File: src/rtl/m_alu_mc.sv
// Multi-cycle accumulator ALU: single-cycle add/sub/logic/shift, iterative mul/div.
// Define M_ALU_MC_MULDIV_EN to build the shift-add multiplier and restoring divider.
module m_alu_mc #(
  parameter int WIDTH = 8
) (
  input  logic             clk,
  input  logic             reset,
  input  logic [2:0]       op,
  input  logic [WIDTH-1:0] data,
  input  logic             in_valid,
  output logic             in_ready,
  output logic [WIDTH-1:0] acc,
  output logic [WIDTH-1:0] shift,
  output logic             out_valid,
  output logic             zero,
  output logic             carry,
  output logic             dz
);

  localparam int SHW = $clog2(WIDTH);

  localparam logic [2:0] OP_ADD = 3'b000;
  localparam logic [2:0] OP_SUB = 3'b001;
  localparam logic [2:0] OP_AND = 3'b010;
  localparam logic [2:0] OP_OR  = 3'b011;
  localparam logic [2:0] OP_MUL = 3'b100;
  localparam logic [2:0] OP_DIV = 3'b101;
  localparam logic [2:0] OP_LSH = 3'b110;
  localparam logic [2:0] OP_RSH = 3'b111;

  logic [WIDTH-1:0] acc_q, shift_q;
  logic             zero_q, carry_q, dz_q, ov_q;
  logic             accept;
  logic [WIDTH:0]   add_w, sub_w, lsh_w, rsh_w;
  logic [SHW-1:0]   amt;

  assign amt   = data[SHW-1:0];
  assign add_w = {1'b0, acc_q} + {1'b0, data};
  assign sub_w = {1'b0, acc_q} - {1'b0, data};
  // Extra bit catches the last bit shifted out; zero for amount 0.
  assign lsh_w = {1'b0, acc_q} << amt;
  assign rsh_w = {acc_q, 1'b0} >> amt;

`ifdef M_ALU_MC_MULDIV_EN
  typedef enum logic [1:0] {IDLE, MUL, DIV} state_t;

  state_t           state_q;
  logic [SHW-1:0]   cnt_q;
  logic [WIDTH-1:0] wa_q, wb_q, wm_q;
  logic [WIDTH-1:0] mul_add, step_a, step_b;
  logic [WIDTH:0]   mul_sum, div_rs, div_df;

  assign in_ready = (state_q == IDLE);

  // wa: product high half / partial remainder; wb: multiplier / quotient.
  always_comb begin
    mul_add = wb_q[0] ? wm_q : '0;
    mul_sum = {1'b0, wa_q} + {1'b0, mul_add};
    div_rs  = {wa_q, wb_q[WIDTH-1]};
    div_df  = div_rs - {1'b0, wm_q};
    step_a  = wa_q;
    step_b  = wb_q;
    if (state_q == MUL) begin
      step_a = mul_sum[WIDTH:1];
      step_b = {mul_sum[0], wb_q[WIDTH-1:1]};
    end else if (!div_df[WIDTH]) begin
      step_a = div_df[WIDTH-1:0];
      step_b = {wb_q[WIDTH-2:0], 1'b1};
    end else begin
      step_a = div_rs[WIDTH-1:0];
      step_b = {wb_q[WIDTH-2:0], 1'b0};
    end
  end
`else
  assign in_ready = 1'b1;
`endif

  assign accept = in_valid && in_ready;

  always_ff @(posedge clk or negedge reset) begin
    if (!reset) begin
      acc_q   <= '0;
      shift_q <= '0;
      zero_q  <= 1'b0;
      carry_q <= 1'b0;
      dz_q    <= 1'b0;
      ov_q    <= 1'b0;
`ifdef M_ALU_MC_MULDIV_EN
      state_q <= IDLE;
      cnt_q   <= '0;
      wa_q    <= '0;
      wb_q    <= '0;
      wm_q    <= '0;
`endif
    end else begin
      ov_q <= 1'b0;
      if (accept) begin
        unique case (op)
          OP_ADD: begin
            acc_q   <= add_w[WIDTH-1:0];
            carry_q <= add_w[WIDTH];
            zero_q  <= (add_w[WIDTH-1:0] == '0);
            dz_q    <= 1'b0;
            ov_q    <= 1'b1;
          end
          OP_SUB: begin
            acc_q   <= sub_w[WIDTH-1:0];
            carry_q <= sub_w[WIDTH];
            zero_q  <= (sub_w[WIDTH-1:0] == '0);
            dz_q    <= 1'b0;
            ov_q    <= 1'b1;
          end
          OP_AND: begin
            acc_q   <= acc_q & data;
            carry_q <= 1'b0;
            zero_q  <= ((acc_q & data) == '0);
            dz_q    <= 1'b0;
            ov_q    <= 1'b1;
          end
          OP_OR: begin
            acc_q   <= acc_q | data;
            carry_q <= 1'b0;
            zero_q  <= ((acc_q | data) == '0);
            dz_q    <= 1'b0;
            ov_q    <= 1'b1;
          end
          OP_LSH: begin
            shift_q <= lsh_w[WIDTH-1:0];
            carry_q <= lsh_w[WIDTH];
            zero_q  <= (lsh_w[WIDTH-1:0] == '0);
            dz_q    <= 1'b0;
            ov_q    <= 1'b1;
          end
          OP_RSH: begin
            shift_q <= rsh_w[WIDTH:1];
            carry_q <= rsh_w[0];
            zero_q  <= (rsh_w[WIDTH:1] == '0);
            dz_q    <= 1'b0;
            ov_q    <= 1'b1;
          end
`ifdef M_ALU_MC_MULDIV_EN
          OP_MUL: begin
            state_q <= MUL;
            cnt_q   <= '0;
            wa_q    <= '0;
            wb_q    <= data;
            wm_q    <= acc_q;
          end
          OP_DIV: begin
            if (data == '0) begin
              acc_q   <= '1;
              shift_q <= acc_q;
              carry_q <= 1'b0;
              zero_q  <= 1'b0;
              dz_q    <= 1'b1;
              ov_q    <= 1'b1;
            end else begin
              state_q <= DIV;
              cnt_q   <= '0;
              wa_q    <= '0;
              wb_q    <= acc_q;
              wm_q    <= data;
            end
          end
`else
          OP_MUL, OP_DIV: begin
            carry_q <= 1'b0;
            ov_q    <= 1'b1;
          end
`endif
          default: ;
        endcase
      end
`ifdef M_ALU_MC_MULDIV_EN
      else if (state_q != IDLE) begin
        cnt_q <= cnt_q + 1'b1;
        wa_q  <= step_a;
        wb_q  <= step_b;
        if (cnt_q == SHW'(WIDTH-1)) begin
          state_q <= IDLE;
          cnt_q   <= '0;
          acc_q   <= step_b;
          zero_q  <= (step_b == '0);
          dz_q    <= 1'b0;
          ov_q    <= 1'b1;
          if (state_q == MUL) begin
            carry_q <= |step_a;
          end else begin
            shift_q <= step_a;
            carry_q <= 1'b0;
          end
        end
      end
`endif
    end
  end

  assign acc       = acc_q;
  assign shift     = shift_q;
  assign zero      = zero_q;
  assign carry     = carry_q;
  assign dz        = dz_q;
  assign out_valid = ov_q;

endmodule
File: config.mk
export PLATFORM = sky130hd
export DESIGN_NAME = m_alu_mc
export DESIGN_NICKNAME = d
export VERILOG_FILES = /design/src/rtl/m_alu_mc.sv
export SDC_FILE = /design/constraint.sdc
export NUM_CORES = 1
export LEC_CHECK = 0
export BUFFER_PORTS_ARGS = -buffer_cell sky130_fd_sc_hd__buf_2
export CAP_MARGIN = 20
export CELL_PAD_IN_SITES_DETAIL_PLACEMENT = 1
export CELL_PAD_IN_SITES_GLOBAL_PLACEMENT = 1
export CORE_UTILIZATION = 42
export CTS_CLUSTER_DIAMETER = 40
export DETAILED_ROUTE_END_ITERATION = 16
export GPL_TIMING_DRIVEN = 0
export HOLD_SLACK_MARGIN = 0.05
export PLACE_DENSITY_LB_ADDON = 0.1
export SLEW_MARGIN = 5
export SYNTH_ARGS = -nofsm -noshare
export SYNTH_HDL_FRONTEND = slang
export SYNTH_SLANG_ARGS = --single-unit
File: constraint.sdc
create_clock -name clk -period 5.05 [get_ports clk]
set_input_delay 0.505 -clock clk [delete_from_list [all_inputs] [get_ports clk]]
set_output_delay 0.505 -clock clk [all_outputs]
set_load 0.005 [all_outputs]
# --- Yosys cells after proc, flatten, opt, wreduce, memory -nomap -nowiden ---
# Cells that the tools add are included.
totals:
  ff_bits: 19
  latch_bits: 0
  mem_bits_rw: 0
  rom_bits: 0
  in_bits: 14
  word_cells: 39
  memories: 0
classes:
  n_addsub: 2
  mul: 0
  n_div: 0
  order_cmp: 0
  eq_ne: 7
  shifts: 2
  muxes: 6
  bitwise_logic: 2
  reduce_logical: 15
op_table:
  columns: ["op", "count"]
  rows:
  - ["logical NOT 8 bit", 6]
  - ["case mux 8 bit (4 select lines)", 1]
  - ["case mux 8 bit (2 select lines)", 1]
  - ["equality test 3 bit (second input constant)", 4]
  - ["adder 8 x 8 -> 9 bit", 1]
  - ["left shift 8 x 3 -> 9 bit", 1]
  - [">> shifter 9 x 3 -> 9 bit", 1]
  - ["subtractor 8 x 8 -> 9 bit", 1]
  - ["AND 8 bit", 1]
  - ["OR 8 bit", 1]
  - ["OR reduction 8 bit", 1]
  - ["equality test 3 x 2 -> 1 bit (second input constant)", 2]
  - ["case mux 1 bit (6 select lines)", 1]
  - ["AND reduction 2 bit", 3]
  - ["nonzero test 6 bit", 1]
  - ["case mux 1 bit (5 select lines)", 1]
  - ["nonzero test 4 bit", 1]
  - ["OR reduction 4 bit", 1]
  - ["equality test 3 x 1 -> 1 bit (second input constant)", 1]
  - ["logical NOT 3 bit", 1]
  - ["2-to-1 mux 1 bit", 2]
  - ["nonzero test 2 bit", 1]

# --- Longest topological paths before layout ---
logic_depth:
  ltp_word: 4
  mapped_depth: 10
  depth_no_buf: 9

# --- Least setup slack after synthesis ---
# OpenSTA, ideal clock, no wires.
synth_path:
  kind: "input port to flip-flop"
  startpoint: "input data[1]"
  endpoint: "register acc_q[5], in the netlist acc[5]"
  arrival_time_ns: 2.492
  slack_ns: 2.438
  path_stages: 10
  n_path_buf: 2
  cell_sequence: "buf_2 -> buf_2 -> inv_2 -> ha_1 -> a2111oi_0 -> o31ai_1 -> xnor2_1 -> o311ai_1 -> a21boi_1 -> a31o_1"
synth_between:
  elab_chain_cells: 2
  word_cells_on_any_way: 3
  classes_between: "2 x add/sub; 1 x mux"
synth_rtl:
  columns: ["item", "line_no", "text"]
  rows:
  - ["start, declared", "9", "input logic [WIDTH-1:0] data,"]
  - ["subtractor 8 x 8 -> 9 bit or adder 8 x 8 -> 9 bit (tied branches)", "39, 38", null]
  - ["case mux 8 bit (4 select lines) *", "98", "unique case (op)"]
  - ["end signal, assigned", "100", "acc_q <= add_w[WIDTH-1:0];"]
  - ["end signal, assigned", "107", "acc_q <= sub_w[WIDTH-1:0];"]
  - ["end signal, assigned", "114", "acc_q <= acc_q & data;"]
  - ["end, declared", "31", "logic [WIDTH-1:0] acc_q, shift_q;"]
# Every way passes the cells marked *; elsewhere a longest branch is shown, timed or not.
# A chain may end at the register's enable or synchronous reset.

# --- Final worst setup path ---
# Same ends and word-level chain as after synthesis.

==> results.json <==
{
  "clock-sinks": 19,
  "vias": 2751,
  "n_antenna_cell": 0,
  "grt_pass1_vias": 2601,
  "place_hpwl_mm": 6.98,
  "nFillCells": 775,
  "die_width_um": 82.4,
  "grt_max_degree": 20,
  "firstDrtPassIters": 4,
  "min_period_ns": 3.24,
  "clock_latency_ns": 0.26,
  "clk_pin_slew_ns": 0.08,
  "final_cell_area_sq_um": 3010,
  "fin_worst_skew_ns": 0.00753,
  "placed_cell_area_sq_um": 2960,
  "netlist_instances": 342,
  "ys_top_cells_by_count": "nand2_1, inv_1, ha_1, a21oi_1, nor2_1",
  "irDropWorstVdd_uv": 157,
  "grt_pass1_wl_mm": 14.1,
  "ctsRootBufferMaster": "clkbuf_8",
  "cts_tree": "built",
  "critPathMaxFanout": 10,
  "ios": 35,
  "finalHoldViolations": 0,
  "final_cells": 452,
  "rsz0062_at_grt": "false",
  "synthFlopType": "dfrtp_1",
  "post_cts_buffers": 0,
  "yosysWarnings": 0,
  "synth_cell_types": 66,
  "power.total_uw": 898,
  "design.core.area_sq_um": 6060,
  "yosys.cell_count.top_type": "nand2_1",
  "grt_usage_pct": 27.9,
  "vias_per_cell": 6.09,
  "hold_path_class": "in2async",
  "die-area_sq_um": 6790,
  "cts-htree-levels": 1,
  "path_common_cell": "buf_2",
  "dieHeight_um": 82.4,
  "ys_async_sr_fraction_pct": 100,
  "maxSlewViolCount": 0,
  "fin_crit_sh_pct": 64.1,
  "avgSynthCellArea_sq_um": 7.94,
  "ys_top_cells_by_area": "dfrtp_1, ha_1, mux4_2",
  "max-slew-margin-rel_pct": 46.2,
  "ctsResizeCount": 0,
  "synth_edf_count": 0,
  "syn_to_final_growth_pct": 10.9,
  "crit_type": "in2reg",
  "nNetsFinal": 419,
  "required_ns": 5.25,
  "synth-seq-cells": 19,
  "cp_top_family": "compound AO/OA/AOI/OAI gates",
  "synth_fp_nets": 383,
  "drt_iter0_drc": 140,
  "worstPathCellList": "buf_2, buf_2, buf_2, inv_2, ha_1, a2111oi_0, o31ai_1, xnor2_1, o311ai_1, a21boi_1, a31o_1",
  "wl_mm": 8.75,
  "status": "completed",
  "ys_seq_area_share_pct": 17.5,
  "place_ws_ns": 1.63,
  "synth_top_cell_by_area": "dfrtp_1",
  "numCtsBuffers": 3,
  "fin_setup_tns_ns": 0,
  "place.gp.congestion": 0.890,
  "drc": 0,
  "worst_slew_pin_slew_ns": 0.786,
  "syn-cell-area_sq_um": 2710,
  "p_leak_nw": 1.38,
  "cts_buffer_depth": 2,
  "num_rows": 28,
  "numPortBuffers": 31,
  "fin_ws_ns": 1.81,
  "maxCapViolCount": 0,
  "placedCellCount": 448,
  "cp.buffers_inverters": 4,
  "max_freq_ghz": 0.309,
  "holdBufCountCts": 0,
  "overflow": 0,
  "worst_ep_arrival_time_ns": 3.44,
  "p_per_area_nw_per_um2": 298,
  "drt-wirelength-per-cell_um": 19.3,
  "crit_path_end_kind": "flop",
  "antenna_left": 0,
  "critPathLaunchType": "input port",
  "drive_above_1_share_pct": 17.0,
  "critPathSlowestCell": "a2111oi_0",
  "yosysTopAreaCellShare_pct": 17.5,
  "crit_path_max_incr_delay_ns": 0.75,
  "start_util_pct": 44.8,
  "setup_viol": 0,
  "antenna_found_initial": 0
}
[cell type report]
cell class                 count  area (sq um)  area share [%]
timing repair buffer          31           155            5.16
tap                           75          93.8            3.12
sequential                    19           475            15.8
multi-input combinational    267          1980            65.9
buffer                        26           141            4.70
clock buffer                   3          41.3            1.37
inverter                      30           113            3.74
clock inverter                 1          5.00           0.166
[path summary, 6_finish.rpt]
kind,start,endpoint,slack (ns),depth (start not counted)
setup / recovery,data[1],acc[5]$_DFFE_PN0P_,1.81,11
hold / removal,reset,acc[6]$_DFFE_PN0P_,0.18,1
setup reg to reg,acc[1]$_DFFE_PN0P_,acc[5]$_DFFE_PN0P_,2.05,8
hold reg to reg,shift[3]$_DFFE_PN0P_,shift[3]$_DFFE_PN0P_,0.48,2
max in group asynchronous,reset,shift[0]$_DFFE_PN0P_,4.55,1
min in group clk,in_valid,out_valid$_DFF_PN0_,0.44,1
[sequential cells by signal (all words and copies together), names as in the netlist]
name,flops
acc,8
shift,8
carry,1
out_valid,1
zero,1
[placed cells by master, fill, tap and decap left out, types with 3 or more instances in the layout]
cell      netlist  layout
a211oi_1       11      11
a21o_1          7       7
a21oi_1        21      21
a31oi_1         5       5
and3_1          4       4
buf_2           6      37
buf_4           3       3
clkbuf_1       13      13
clkbuf_8        0       3
dfrtp_1        19      19
ha_1           25      25
inv_1          26      26
inv_2           3       3
mux2i_1         9       9
mux4_2          7       7
nand2_1        33      33
nand2b_1        8       8
nand3_1         6       6
nand4_1         5       5
nor2_1         20      20
nor3_1          8       8
nor3b_1         3       3
nor4_1          3       3
o211ai_1        9       9
o21ai_0        12      12
o21ai_1        11      11
o22ai_1         4       4
o311ai_1        4       4
or3_1           4       4
xnor2_1         7       7
[metrics by stage]
| step | util (%) | hold WS (ns) |
|---|---|---|
| 2_1_floorplan | - | 0.209 |
| 5_1_grt | 49.6 | 0.222 |
| 4_1_cts | 49.6 | 0.203 |
| 6_report | 49.6 | 0.180 |
| 3_3_place_gp | 48.9 | 0.462 |
| 3_5_place_dp | 48.9 | 0.472 |
[report_power, final]
group,switching [mW],internal [mW]
registers,0.0461,0.181
logic,0.322,0.236
clock network,0.0584,0.0550
[kinds of logic (layout without fill, tap and decap cells)]
group / Yosys count / count (layout) / synth area share (%)
compound gates: 108 / 108 / 26.7
fa+ha+maj: 27 / 27 / 13.0
buf+inv: 56 / 91 / 9.36
xor+xnor: 7 / 7 / 2.26
other cells: 2 / 2 / 0.277
flops: 19 / 19 / 17.5
simple gates: 104 / 104 / 19.4
mux: 19 / 19 / 11.5
[metal layers]
| layer | track usage, % | vias to the layer above | part of all wire (%) |
|---|---|---|---|
| met5 | 0 | - | 0 |
| met4 | 2.98 | 0 | 0.47 |
| met3 | 3.30 | 4 | 5.9 |
| met2 | 42.6 | 80 | 44 |
| met1 | 42.9 | 1341 | 50 |
| li1 | - | 1326 | - |
(Power assumes the default switching activity.)
